$ cat src/rtl/pokey_kbd_scan.sv
// pokey_kbd_scan - POKEY keyboard scan sequencer: key address stepping, debounce FSM, KBCODE/SKSTAT outputs.
// Rev 1.0. Optional second-key detect enabled by defining POKEY_KBD_MULTIKEY_EN.
`default_nettype none

module pokey_kbd_scan #(
  parameter int SCAN_DIV = 114,
  parameter int KEY_W    = 6
) (
  input  logic             clk,
  input  logic             reset_n,
  input  logic             enn,
  input  logic [7:0]       skctls,
  input  logic             init,
  input  logic             kr1_n,
  input  logic             kr2_n,
  output logic [KEY_W-1:0] k,
  output logic [KEY_W+1:0] kbcode,
  output logic             kbcode_wr,
  output logic             break_wr,
  output logic             key_down,
  output logic             shift_down,
  output logic             multi_key
);

  localparam int PW = (SCAN_DIV > 1) ? $clog2(SCAN_DIV) : 1;
  localparam logic [PW-1:0]    c_PRE_LAST = PW'(SCAN_DIV - 1);
  localparam logic [KEY_W-1:0] c_K_CTRL   = KEY_W'(6'h00);
  localparam logic [KEY_W-1:0] c_K_SHIFT  = KEY_W'(6'h10);
  localparam logic [KEY_W-1:0] c_K_BREAK  = KEY_W'(6'h30);

  typedef enum logic [1:0] {
    S_IDLE    = 2'd0,
    S_PENDING = 2'd1,
    S_HELD    = 2'd2,
    S_RELEASE = 2'd3
  } state_t;

  state_t           r_state;
  logic [PW-1:0]    r_pre;
  logic [KEY_W-1:0] r_k;
  logic [KEY_W-1:0] r_cmp;
  logic [KEY_W+1:0] r_kbcode;
  logic             r_kbcode_wr;
  logic             r_break_wr;
  logic             r_ctrl;
  logic             r_shift;
  logic             r_brk_prev;
  logic             r_kr1_meta, r_kr1_sync;
  logic             r_kr2_meta, r_kr2_sync;

  logic w_kr1_dn, w_kr2_dn, w_run, w_pre_last, w_step, w_at_cmp;
  logic w_unused;

  assign w_kr1_dn   = ~r_kr1_sync;
  assign w_kr2_dn   = ~r_kr2_sync;
  assign w_run      = skctls[1];
  assign w_pre_last = (r_pre == c_PRE_LAST);
  assign w_step     = w_run & enn & w_pre_last;
  assign w_at_cmp   = (r_k == r_cmp);
  assign w_unused   = ^skctls[7:2];

  // Return lines are asynchronous to clk; idle level (released) is high.
  always_ff @(posedge clk or negedge reset_n) begin
    if (!reset_n) begin
      r_kr1_meta <= 1'b1;
      r_kr1_sync <= 1'b1;
      r_kr2_meta <= 1'b1;
      r_kr2_sync <= 1'b1;
    end else begin
      r_kr1_meta <= kr1_n;
      r_kr1_sync <= r_kr1_meta;
      r_kr2_meta <= kr2_n;
      r_kr2_sync <= r_kr2_meta;
    end
  end

`ifdef POKEY_KBD_MULTIKEY_EN
  logic r_multi;
`endif

  always_ff @(posedge clk or negedge reset_n) begin
    if (!reset_n) begin
      r_state     <= S_IDLE;
      r_pre       <= '0;
      r_k         <= '0;
      r_cmp       <= '0;
      r_kbcode    <= '0;
      r_kbcode_wr <= 1'b0;
      r_break_wr  <= 1'b0;
      r_ctrl      <= 1'b0;
      r_shift     <= 1'b0;
      r_brk_prev  <= 1'b0;
`ifdef POKEY_KBD_MULTIKEY_EN
      r_multi     <= 1'b0;
`endif
    end else if (init) begin
      r_state     <= S_IDLE;
      r_pre       <= '0;
      r_k         <= '0;
      r_cmp       <= '0;
      r_kbcode    <= '0;
      r_kbcode_wr <= 1'b0;
      r_break_wr  <= 1'b0;
      r_ctrl      <= 1'b0;
      r_shift     <= 1'b0;
      r_brk_prev  <= 1'b0;
`ifdef POKEY_KBD_MULTIKEY_EN
      r_multi     <= 1'b0;
`endif
    end else begin
      r_kbcode_wr <= 1'b0;
      r_break_wr  <= 1'b0;
      if (w_run && enn) begin
        r_pre <= w_pre_last ? '0 : r_pre + PW'(1);
      end
      if (w_step) begin
        r_k <= r_k + KEY_W'(1);
        if (r_k == c_K_CTRL)  r_ctrl  <= w_kr2_dn;
        if (r_k == c_K_SHIFT) r_shift <= w_kr2_dn;
        // BREAK is edge-detected against the previous scan's sample.
        if (r_k == c_K_BREAK) begin
          r_brk_prev <= w_kr2_dn;
          r_break_wr <= w_kr2_dn & ~r_brk_prev;
        end
        case (r_state)
          S_IDLE: begin
            if (w_kr1_dn) begin
              r_cmp <= r_k;
              if (skctls[0]) begin
                r_state <= S_PENDING;
              end else begin
                r_state     <= S_HELD;
                r_kbcode    <= {r_ctrl, r_shift, r_k};
                r_kbcode_wr <= 1'b1;
              end
            end
          end
          S_PENDING: begin
            if (w_at_cmp) begin
              if (w_kr1_dn) begin
                r_state     <= S_HELD;
                r_kbcode    <= {r_ctrl, r_shift, r_cmp};
                r_kbcode_wr <= 1'b1;
              end else begin
                r_state <= S_IDLE;
              end
            end
          end
          S_HELD: begin
            if (w_at_cmp && !w_kr1_dn) begin
              r_state <= skctls[0] ? S_RELEASE : S_IDLE;
            end
          end
          S_RELEASE: begin
            if (w_at_cmp) begin
              r_state <= w_kr1_dn ? S_HELD : S_IDLE;
            end
          end
          default: r_state <= S_IDLE;
        endcase
`ifdef POKEY_KBD_MULTIKEY_EN
        // Set and clear happen at different k (k!=cmp vs k==cmp), so they never collide.
        if (r_state == S_HELD || r_state == S_RELEASE) begin
          if (!w_at_cmp && w_kr1_dn) begin
            r_multi <= 1'b1;
          end else if (w_at_cmp && !w_kr1_dn && (r_state == S_RELEASE || !skctls[0])) begin
            r_multi <= 1'b0;
          end
        end
`endif
      end
    end
  end

  assign k          = r_k;
  assign kbcode     = r_kbcode;
  assign kbcode_wr  = r_kbcode_wr;
  assign break_wr   = r_break_wr;
  assign key_down   = (r_state == S_HELD) || (r_state == S_RELEASE);
  assign shift_down = r_shift;
`ifdef POKEY_KBD_MULTIKEY_EN
  assign multi_key  = r_multi;
`else
  assign multi_key  = 1'b0;
`endif

endmodule

`default_nettype wire

$ cat config.mk
export PLATFORM = sky130hd
export DESIGN_NAME = pokey_kbd_scan
export DESIGN_NICKNAME = d
export VERILOG_FILES = /design/src/rtl/pokey_kbd_scan.sv
export SDC_FILE = /design/constraint.sdc
export NUM_CORES = 1
export LEC_CHECK = 0
export CORE_AREA = 2 2 66 68
export DETAILED_ROUTE_END_ITERATION = 12
export DIE_AREA = 0 0 68 70
export PLACE_DENSITY = 0.85
export SYNTH_ARGS = -nofsm -noshare
export SYNTH_HDL_FRONTEND = slang
export SYNTH_SLANG_ARGS = --single-unit
$ cat constraint.sdc
create_clock -name clk -period 2.15 [get_ports clk]
set_clock_uncertainty 0.15 [all_clocks]
set_input_delay 0.3225 -clock clk [delete_from_list [all_inputs] [get_ports clk]]
set_output_delay 0.3225 -clock clk [all_outputs]
set_load 0.1 [all_outputs]
==> impl_metrics.json, run 1 <==
{
  "clockPowerShare_pct": 38.7,
  "final.setup.worst_slack_ns": 0.0397,
  "regArea_sq_um": 971,
  "design.core.area_sq_um": 4140,
  "startpoint": "k[2]",
  "fmaxAchievable_mhz": 474,
  "finalWeightedCongestion": 0.792,
  "first_pass_iters": 4,
  "top_level_ports": 33,
  "cts.clk_slew.worst_paths_ns": 0.07,
  "yosysWarningCount": 0,
  "final_util_pct": 60.3,
  "crit_chain": "xor2_1, nor4_2, a31oi_2, o21ai_4, buf_12, mux2_4",
  "critPathMaxFanout": 6,
  "floorplan.die_area_sq_um": 4760,
  "worst_skew_pair.late_latency_ns": 0.30,
  "cp_slowest_cell": "sky130_fd_sc_hd__dfrtp_4",
  "edff_count_synth": 0,
  "post_drt_via_cell_ratio": 5.35,
  "setup-violations-final": 0,
  "number_of_vias_in_the_routed_layout": 1551,
  "tritoncts_clock_tree": "built",
  "worstPathArrival_ns": 2.14,
  "die_width_um": 68,
  "hold_start": "r_kr1_meta",
  "cp_data_required_time_ns": 2.18,
  "post-place-ws_ns": 0.00735,
  "yosys_register_bits": 38,
  "critPathMaxStageDelay_ns": 0.48,
  "post-route-min-period_ns": 2.11,
  "track_usage_pct": 19.3,
  "postSynthAreaPerCell_sq_um": 9.98,
  "timing.critical_path.max_delay_family": "flip-flops",
  "setup_repair_after_global_routing_missed_its_margin": "yes",
  "mostFrequentLayoutCells": "sky130_fd_sc_hd__buf_4 (36), sky130_fd_sc_hd__nor2_1 (29), sky130_fd_sc_hd__dfrtp_1 (28)",
  "cts_max_path_buffers": 2,
  "hold_path_class": "register to register",
  "capturing_element_type_of_the_critical_path": "register",
  "synthDistinctLibCells": 42,
  "criticalPathCategory": "register to register",
  "intPower_w": 0.00101,
  "run_status": "finished clean",
  "drt-initial-drc-count": 96,
  "io_buffer_count": 25,
  "start_kind": "register",
  "static_leakage_power_nw": 1.12,
  "worst_slew_pin_tran_ns": 0.529,
  "final_slew_violations": 0,
  "synth_ff_type": "sky130_fd_sc_hd__dfrtp_1",
  "max_cap_violations": 0,
  "critical_path.n_buffers_inverters": 1,
  "drt_drc_violations_left": 0,
  "slew-limit-headroom_pct": 64.8,
  "wire_length_of_the_first_global_routing_pass_um": 6870,
  "vias_in_the_first_global_route": 1516,
  "syn-num-nets": 215,
  "cts_root_buffer": "sky130_fd_sc_hd__clkbuf_8",
  "grt.overflow.total": 0,
  "flow.area_growth_from_synthesis_pct": 27.2,
  "synth_top_area_share_pct": 43.3,
  "layout_worst_path_cycle_share_pct": 98.2,
  "tritoncts_num_sinks": 38,
  "sequential_to_total_area_share_from_yosys_stat_pct": 48.6,
  "finalHoldViolations": 0,
  "number_of_routed_nets_with_antenna_violations": 0,
  "cts_inserted_buffers": 5,
  "placed_cells_incl_taps": 279,
  "worstReg2RegStart": "k[2]",
  "power_switching_w": 0.000310,
  "routed_wire_length_per_instance_um": 14.2,
  "syn_inst": 197,
  "dp_hpwl_um": 2840,
  "p_comb_share_pct": 6.3,
  "antennaDiodeCount": 0,
  "final.setup.tns_ns": 0,
  "detail_route.wirelength_um": 4130,
  "antenna_violations_before_repair": 0,
  "synth_area_sq_um": 1970,
  "synthArstFlopShare_pct": 100,
  "final_layout_size_suffix_gt1_share_pct": 29.8,
  "cellPowerDensity_nw_per_um2": 529,
  "biggest_area_contributors_in_the_synthesized_netlist": "sky130_fd_sc_hd__dfrtp_1 (43%), sky130_fd_sc_hd__nor2_1 (5.5%), sky130_fd_sc_hd__dfstp_2 (5.3%)",
  "p_sw_share_pct": 23.4,
  "cts.htree.levels": 2,
  "synth_area_leader_cell": "sky130_fd_sc_hd__dfrtp_1",
  "layout.cells.most_common": "sky130_fd_sc_hd__buf_4",
  "layout.cells.non_filler": 290,
  "grt_start_max_net_pins": 25,
  "rows": 24,
  "vdd_ir_drop_max_uv": 328,
  "start_util_pct": 47.4,
  "area_of_the_multi_input_gates_sq_um": 968,
  "seq_power_share_pct": 55.1,
  "final_nets": 255,
  "fillers": 351,
  "dieHeight_um": 70
}
[repair_timing]
item                       CTS  global route
hold buffers                 1             0
pin swaps                    2             4
hold endpoints to repair    18             0
setup buffers                0             2
setup endpoints to repair    1             9
resized for setup            1             8
[cells in the mapped netlist, drive strengths merged (3+ instances only)]
library cell	n
clkbuf	7
dfrtp	34
nand4	5
and3	3
nor2	29
nor3	7
dfstp	4
ha	4
xnor2	3
nand3	3
buf	6
nand2	13
or3	4
a21oi	14
mux2	6
inv	5
mux2i	10
o21ai	7
nor4	3
xor2	11
[final timing paths]
path                              end  slack, ns  cells after the start
setup reg to reg            kbcode[1]       0.04                      6
hold / removal             r_kr1_sync       0.21                      0
hold reg to reg            r_kr1_sync       0.21                      0
max in group asynchronous    r_pre[0]       0.91                      3
min in group asynchronous    r_pre[6]       0.39                      2
setup / recovery            kbcode[1]       0.04                      6
[through the flow]
step | hold WS (ns) | power, W | cell area, sq um
2_1_floorplan | -0.123 | 0.000777 | 1990
3_3_place_gp | 0.186 | 0.000818 | 2330
3_5_place_dp | 0.186 | 0.000819 | 2330
4_1_cts | 0.207 | 0.00132 | 2440
5_1_grt | 0.210 | 0.00137 | 2500
6_report | 0.206 | 0.00132 | 2500
[kinds of logic (layout without fill, tap and decap cells)]
| kind of cell | count (synthesis) | after routing | share of synthesized area, % |
|---|---|---|---|
| flip-flops | 38 | 38 | 48.6 |
| multiplexers | 16 | 16 | 8.53 |
| XOR/XNOR | 14 | 14 | 6.24 |
| adder cells (fa/ha/maj) | 4 | 4 | 2.55 |
| other | 1 | 1 | 0.191 |
| AO/OA/AOI/OAI | 29 | 29 | 9.42 |
| AND/OR/NAND/NOR | 77 | 77 | 20.2 |
| buffers and inverters | 18 | 59 | 4.20 |
[layer usage]
layer,global-route usage (%),vias up,share of wire [%]
met5,0,-,0
met4,8.00,0,2.0
met3,4.35,7,3.8
met2,29.9,30,48
met1,25.7,757,46
li1,-,757,-
[registers in the layout (all words and copies together) (netlist names), 2 cells and up]
signal and cells:
r_cmp 6, r_state 2, k 6, kbcode 8
r_pre 7
[power by group through the flow]
stage | clock, W | combinational (W) | sequential (W)
floorplan | 0 | 0.0000359 | 0.000741
global route | 0.000545 | 0.0000915 | 0.000729
global placement | 0 | 0.0000757 | 0.000742
detailed placement | 0 | 0.0000766 | 0.000742
finish | 0.000512 | 0.0000829 | 0.000729
CTS | 0.000518 | 0.0000782 | 0.000728
[area by class of cell]
class | count | area share (%)
clock inverter | 1 | 0.200
sequential | 38 | 38.8
tap | 52 | 2.60
multi-input combinational | 141 | 38.7
inverter | 5 | 0.751
clock buffer | 7 | 3.45
timing repair buffer | 46 | 15.4
Note: power is estimated with default switching activity, not from simulation.
==> run 2, diff against run 1 <==
- ABC_AREA: not set -> 1
- CORE_AREA: 2 2 66 68 -> 2 2 67 69
- DIE_AREA: 0 0 68 70 -> 0 0 69 71
==> run 2 against run 1 <==
Hold slack improved by 0.0039 ns. Register-to-register slack improved by 0.27 ns. Area after synthesis increased by 3.9%. Critical endpoint is now kbcode[4]. Die area increased by 2.9%. Highest routed layer unchanged. Sequential power increased by 17%. Largest cell class unchanged. Final cell count increased by 17%. Critical path depth increased by 5. First-iteration DRC count decreased by 1.0%. Power increased by 68%. Maximum frequency increased by 15%.
==> impl_metrics.json, run 2 <==
{
  "cp_data_required_time_ns": 2.19,
  "finalHoldViolations": 0,
  "mostFrequentLayoutCells": "sky130_fd_sc_hd__nand2_1 (63), sky130_fd_sc_hd__dfrtp_1 (34), sky130_fd_sc_hd__buf_4 (27)",
  "sequential_to_total_area_share_from_yosys_stat_pct": 46.8,
  "biggest_area_contributors_in_the_synthesized_netlist": "sky130_fd_sc_hd__dfrtp_1 (42%), sky130_fd_sc_hd__nand2_1 (12%), sky130_fd_sc_hd__dfstp_2 (5.1%)",
  "startpoint": "r_pre[1]",
  "power.total_w": 0.00222,
  "place_area_sq_um": 2330,
  "tritoncts_num_sinks": 38,
  "detail_route.wirelength_um": 4030,
  "edff_count_synth": 0,
  "cts_inserted_buffers": 5,
  "synth_area_leader_cell": "sky130_fd_sc_hd__dfrtp_1",
  "yosys-top-cells-count": "sky130_fd_sc_hd__nand2_1 (63), sky130_fd_sc_hd__dfrtp_1 (34), sky130_fd_sc_hd__nand3_1 (21)",
  "start_util_pct": 48.6,
  "stdcell_area_sq_um": 2430,
  "antenna_violations_before_repair": 0,
  "hold_path_class": "register to register",
  "final.setup.tns_ns": 0,
  "synth_top_area_share_pct": 41.6,
  "track_usage_pct": 17.7,
  "number_of_vias_in_the_routed_layout": 1765,
  "layout.cells.most_common": "sky130_fd_sc_hd__nand2_1",
  "finalWeightedCongestion": 0.869,
  "max_cap_violations": 0,
  "yosysWarningCount": 0,
  "post_drt_via_cell_ratio": 5.19,
  "hold_start": "r_kr1_meta",
  "cts_root_buffer": "sky130_fd_sc_hd__clkbuf_8",
  "final_slew_violations": 0,
  "rows": 24,
  "min_path_cells": 0,
  "cts-resized-gates": 0,
  "start_kind": "register",
  "dp_hpwl_um": 2980,
  "design.core.area_sq_um": 4200,
  "top_level_ports": 33,
  "synthArstFlopShare_pct": 100,
  "setup_repair_after_global_routing_missed_its_margin": "no",
  "final_layout_size_suffix_gt1_share_pct": 22.9,
  "fmaxAchievable_mhz": 544,
  "io_buffer_count": 25,
  "reg2reg_depth": 11,
  "criticalPathCategory": "register to register",
  "synth_area_sq_um": 2040,
  "synth_ff_type": "sky130_fd_sc_hd__dfrtp_1",
  "syn_inst": 253,
  "grt_start_max_net_pins": 21,
  "vdd_ir_drop_max_uv": 333,
  "worstReg2RegStart": "r_pre[1]",
  "cts.htree.levels": 2,
  "capturing_element_type_of_the_critical_path": "register",
  "fillers": 369,
  "synthDistinctLibCells": 32,
  "vias_in_the_first_global_route": 1627,
  "run_status": "finished clean",
  "cts_max_path_buffers": 2,
  "post-synth-top-count-cell": "sky130_fd_sc_hd__nand2_1",
  "syn-num-nets": 271,
  "cts.clk_slew.worst_paths_ns": 0.08,
  "yosys_register_bits": 38,
  "antennaDiodeCount": 0,
  "largest_reg_flops": 8,
  "drt_drc_violations_left": 0,
  "postSynthAreaPerCell_sq_um": 8.08,
  "cellPowerDensity_nw_per_um2": 912,
  "tritoncts_clock_tree": "built",
  "first_pass_iters": 4,
  "dieHeight_um": 71,
  "worstPathArrival_ns": 1.88,
  "die_width_um": 69,
  "flow.area_growth_from_synthesis_pct": 19.0,
  "post-route-min-period_ns": 1.84,
  "wire_length_of_the_first_global_routing_pass_um": 7040,
  "routed_wire_length_per_instance_um": 11.9,
  "static_leakage_power_nw": 1.21,
  "grt.overflow.total": 0,
  "number_of_routed_nets_with_antenna_violations": 0,
  "final_nets": 305,
  "setup-violations-final": 0,
  "critPathMaxFanout": 8,
  "floorplan.die_area_sq_um": 4900,
  "drt-initial-drc-count": 95,
  "layout_worst_path_cycle_share_pct": 85.5,
  "worst_skew_pair.late_latency_ns": 0.29
}
==> run 2: cell types whose count changed after synthesis, sizes merged, moves of 4 or more <==
cell and delta:
nand2 +56, nor2 -7, xor2 -9, or3 -4, inv +24, o21ai +12, mux2i -10, nand3 +20
mux2 -6
==> run 2: cells by family (layout without fill, tap and decap cells) <==
| kind of cell | Yosys count | after routing | share of synthesized area [%] |
|---|---|---|---|
| AND/OR/NAND/NOR | 129 | 129 | 30.5 |
| AO/OA/AOI/OAI | 42 | 42 | 11.5 |
| flip-flops | 38 | 38 | 46.8 |
| buffers and inverters | 37 | 72 | 7.78 |
| adder cells (fa/ha/maj) | 4 | 4 | 2.45 |
| XOR/XNOR | 2 | 2 | 0.857 |
| other | 1 | 1 | 0.184 |
==> run 2: per-layer routing <==
metal	up-vias	track usage [%]	part of all wire, %
met1	824	22.8	46
met5	-	0	0
li1	886	-	-
met2	49	29.5	48
met4	0	5.88	1.4
met3	6	4.27	5.1
==> run 2: path summary, 6_finish.rpt <==
path,slack [ns],endpoint
worst max-delay path,0.31,kbcode[4]
worst min-delay path,0.21,r_kr1_sync
worst max register to register,0.31,kbcode[4]
worst min register to register,0.21,r_kr1_sync
max in group asynchronous,0.89,r_kr2_sync
min in group asynchronous,0.36,r_cmp[3]
==> run 2: critical path, cell delays in order, from the launching register on <==
cell	delay, ns
sky130_fd_sc_hd__dfrtp_1	0.41
sky130_fd_sc_hd__inv_1	0.08
sky130_fd_sc_hd__ha_1	0.14
sky130_fd_sc_hd__nand2_1	0.04
sky130_fd_sc_hd__inv_1	0.09
sky130_fd_sc_hd__nand3_2	0.11
sky130_fd_sc_hd__nand2_1	0.08
sky130_fd_sc_hd__nand3_1	0.11
sky130_fd_sc_hd__a21oi_4	0.23
sky130_fd_sc_hd__nand2_2	0.15
sky130_fd_sc_hd__nand2_1	0.09
sky130_fd_sc_hd__nand2_1	0.05
==> run 2: layout make-up <==
class / instances / area [sq um] / share of cell area (%)
Clock buffer: 6 / 82.6 / 3.40
Tap cell: 52 / 65.1 / 2.68
Timing Repair Buffer: 35 / 278 / 11.4
Clock inverter: 2 / 12.5 / 0.515
Sequential cell: 38 / 956 / 39.3
Inverter: 29 / 109 / 4.48
Multi-Input combinational cell: 178 / 928 / 38.2
==> run 2: power by group <==
| group | switching (W) | total (W) | internal [W] |
|---|---|---|---|
| clock network | 0.000250 | 0.000508 | 0.000258 |
| logic | 0.000655 | 0.000854 | 0.000199 |
| registers | 0.0000584 | 0.000855 | 0.000796 |
| total | 0.000964 | 0.00222 | 0.00125 |
==> run 2: stage by stage <==
step / hold WS, ns / worst slack, ns / instances / util, %
finish: 0.210 / 0.311 / 340 / 57.8
global route: 0.216 / 0.105 / 340 / 57.8
CTS: 0.211 / 0.307 / 340 / 57.8
detailed placement: 0.143 / 0.167 / 331 / 55.3
global placement: 0.134 / 0.173 / 331 / 55.3
floorplan: -0.123 / 0.00583 / 253 / -
==> run 2: timing repair <==
item                                   in CTS  in global routing
buffers inserted                            0                  0
endpoints found under the hold margin      16                  0
hold buffers                                1                  0
==> run 3, diff against run 2 <==
- ABC_CLOCK_PERIOD_IN_PS: not set -> 2150
- CELL_PAD_IN_SITES_DETAIL_PLACEMENT: not set -> 0
- CELL_PAD_IN_SITES_GLOBAL_PLACEMENT: not set -> 1
- CORE_AREA: 2 2 67 69 -> 2 2 76 78
- CTS_CLUSTER_DIAMETER: not set -> 60
- DIE_AREA: 0 0 69 71 -> 0 0 78 80
- PLACE_DENSITY: 0.85 -> 0.88
==> run 3 against run 2 <==
Worst setup slack improved by 0.012 ns. Final area up 0.72%. Power down 0.99%. Sequential share of layout area down 0.28 points. Largest power group unchanged. Highest routed layer unchanged.
==> impl_metrics.json, run 3 (synthesized netlist as in run 2, its figures left out) <==
{
  "seq_power_share_pct": 39.0,
  "cp_data_required_time_ns": 2.18,
  "min_path_cells": 0,
  "cts_root_buffer": "sky130_fd_sc_hd__clkbuf_8",
  "track_usage_pct": 15.0,
  "post-route-min-period_ns": 1.83,
  "io_buffer_count": 25,
  "critPathMaxFanout": 8,
  "min_delay_worst_endpoint": "r_kr1_sync",
  "final_layout_size_suffix_gt1_share_pct": 22.4,
  "p_comb_share_pct": 38.4,
  "regToRegSetupSlack_ns": 0.32,
  "area_of_the_multi_input_gates_sq_um": 928,
  "vdd_ir_drop_max_uv": 427,
  "final.setup.tns_ns": 0,
  "antenna_violations_before_repair": 0,
  "setup_repair_after_global_routing_missed_its_margin": "no",
  "capturing_element_type_of_the_critical_path": "register",
  "power_switching_w": 0.000972,
  "clockPowerShare_pct": 22.6,
  "reg2reg_depth": 11,
  "number_of_routed_nets_with_antenna_violations": 0,
  "cts.htree.levels": 2,
  "cellPowerDensity_nw_per_um2": 896,
  "tritoncts_clock_tree": "built",
  "tritoncts_num_sinks": 38,
  "start_kind": "register",
  "finalHoldViolations": 0,
  "crit_chain": "inv_1, ha_1, nand2_1, inv_1, nand3_2, nand2_1, nand3_1, a21oi_4, nand2_2, nand2_1, nand2_1",
  "critical_path.n_buffers_inverters": 2,
  "path_common_cell": "sky130_fd_sc_hd__nand2_1",
  "floorplan.die_area_sq_um": 6240,
  "final_slew_violations": 0,
  "cts_inserted_buffers": 5,
  "timing.rr.end": "kbcode[3]",
  "die_width_um": 78,
  "mostFrequentLayoutCells": "sky130_fd_sc_hd__nand2_1 (63), sky130_fd_sc_hd__dfrtp_1 (34), sky130_fd_sc_hd__buf_4 (24)",
  "cts_max_path_buffers": 2,
  "regArea_sq_um": 956,
  "worst_skew_pair.late_latency_ns": 0.29,
  "run_status": "finished clean",
  "post_drt_via_cell_ratio": 4.71,
  "max_cap_violations": 0,
  "hold_path_class": "register to register",
  "largest_reg_flops": 8,
  "hold_start": "r_kr1_meta",
  "setup-violations-final": 0,
  "layout_worst_path_cycle_share_pct": 85.0,
  "intPower_w": 0.00122,
  "grt.overflow.total": 0,
  "grt_start_max_net_pins": 39,
  "criticalPathCategory": "register to register",
  "antennaDiodeCount": 0,
  "rows": 27,
  "static_leakage_power_nw": 1.20,
  "drt-initial-drc-count": 64,
  "first_pass_iters": 4,
  "start_util_pct": 37.8,
  "p_sw_share_pct": 44.3,
  "final_util_pct": 45.3,
  "flow.area_growth_from_synthesis_pct": 19.8,
  "worstPathArrival_ns": 1.86,
  "timing.critical_path.max_delay_family": "simple AND/OR/NAND/NOR gates",
  "top_level_ports": 33,
  "design.core.area_sq_um": 5410,
  "detail_route.wirelength_um": 4160,
  "cts.repair_timing.setup_buffer_count": 0,
  "layout.cells.most_common": "sky130_fd_sc_hd__nand2_1",
  "number_of_vias_in_the_routed_layout": 1687,
  "dp_hpwl_um": 3110,
  "vias_in_the_first_global_route": 1634,
  "worstReg2RegStart": "r_pre[1]",
  "fmaxAchievable_mhz": 547,
  "final_nets": 303,
  "critPathMaxStageDelay_ns": 0.42,
  "drt_drc_violations_left": 0,
  "wire_length_of_the_first_global_routing_pass_um": 7420,
  "finalWeightedCongestion": 0.825,
  "routed_wire_length_per_instance_um": 11.6,
  "cts.clk_slew.worst_paths_ns": 0.08,
  "cp_slowest_cell": "sky130_fd_sc_hd__dfrtp_1",
  "dieHeight_um": 80,
  "fillers": 562
}
==> run 3: cell types whose count changed in the layout (fill, tap and decap cells not counted) <==
cell                       delta
sky130_fd_sc_hd__clkinv_4     +1
sky130_fd_sc_hd__clkbuf_8     -1
sky130_fd_sc_hd__buf_12       +1
sky130_fd_sc_hd__buf_4        -3
==> run 3: how the worst max path moves through the flow <==
stage | from | to | slack (ns) | cells after the start
2_1_floorplan | k[5] | kbcode[0] | 0.006 | 9
3_3_place_gp | skctls[1] | r_cmp[0] | 0.20 | 8
3_5_place_dp | enn | r_cmp[5] | 0.14 | 7
4_1_cts | r_pre[1] | kbcode[7] | 0.30 | 11
5_1_grt | r_pre[1] | kbcode[1] | 0.06 | 11
6_report | r_pre[1] | kbcode[3] | 0.32 | 11
==> run 3: repair_timing <==
action | 4_1_cts | 5_1_grt
resized for setup | 0 | 0
hold endpoints to repair | 34 | 0
hold buffers | 1 | 0
==> run 3: cell type report <==
cell class / count / share of cell area [%]
Clock inverter: 3 / 0.869
Tap cell: 72 / 3.68
Inverter: 29 / 4.45
Timing Repair Buffer: 33 / 11.2
Sequential cell: 38 / 39.0
Clock buffer: 5 / 2.81
Multi-Input combinational cell: 178 / 37.9
==> run 3: stage by stage <==
stage	setup slack (ns)	cell area, sq um	total power, W	hold slack [ns]	instances
3_3_place_gp	0.196	2350	0.00171	0.152	349
2_1_floorplan	0.00583	2040	0.00154	-0.123	253
5_1_grt	0.0603	2450	0.00232	0.217	358
3_5_place_dp	0.142	2350	0.00172	0.153	349
6_report	0.323	2450	0.00219	0.210	358
4_1_cts	0.296	2450	0.00222	0.210	358
==> run 3: power groups by stage <==
stage	clock, W	sequential, W	combinational [W]
detailed placement	0	0.000870	0.000848
global route	0.000542	0.000867	0.000915
finish	0.000496	0.000856	0.000843
global placement	0	0.000865	0.000842
floorplan	0	0.00116	0.000380
CTS	0.000516	0.000856	0.000850
==> run 3: layer usage <==
| metal | share of wire (%) | track usage (%) |
|---|---|---|
| met3 | 4.1 | 3.17 |
| met2 | 45 | 24.2 |
| met1 | 48 | 19.7 |
| met5 | 0 | 0 |
| met4 | 2.3 | 6.32 |
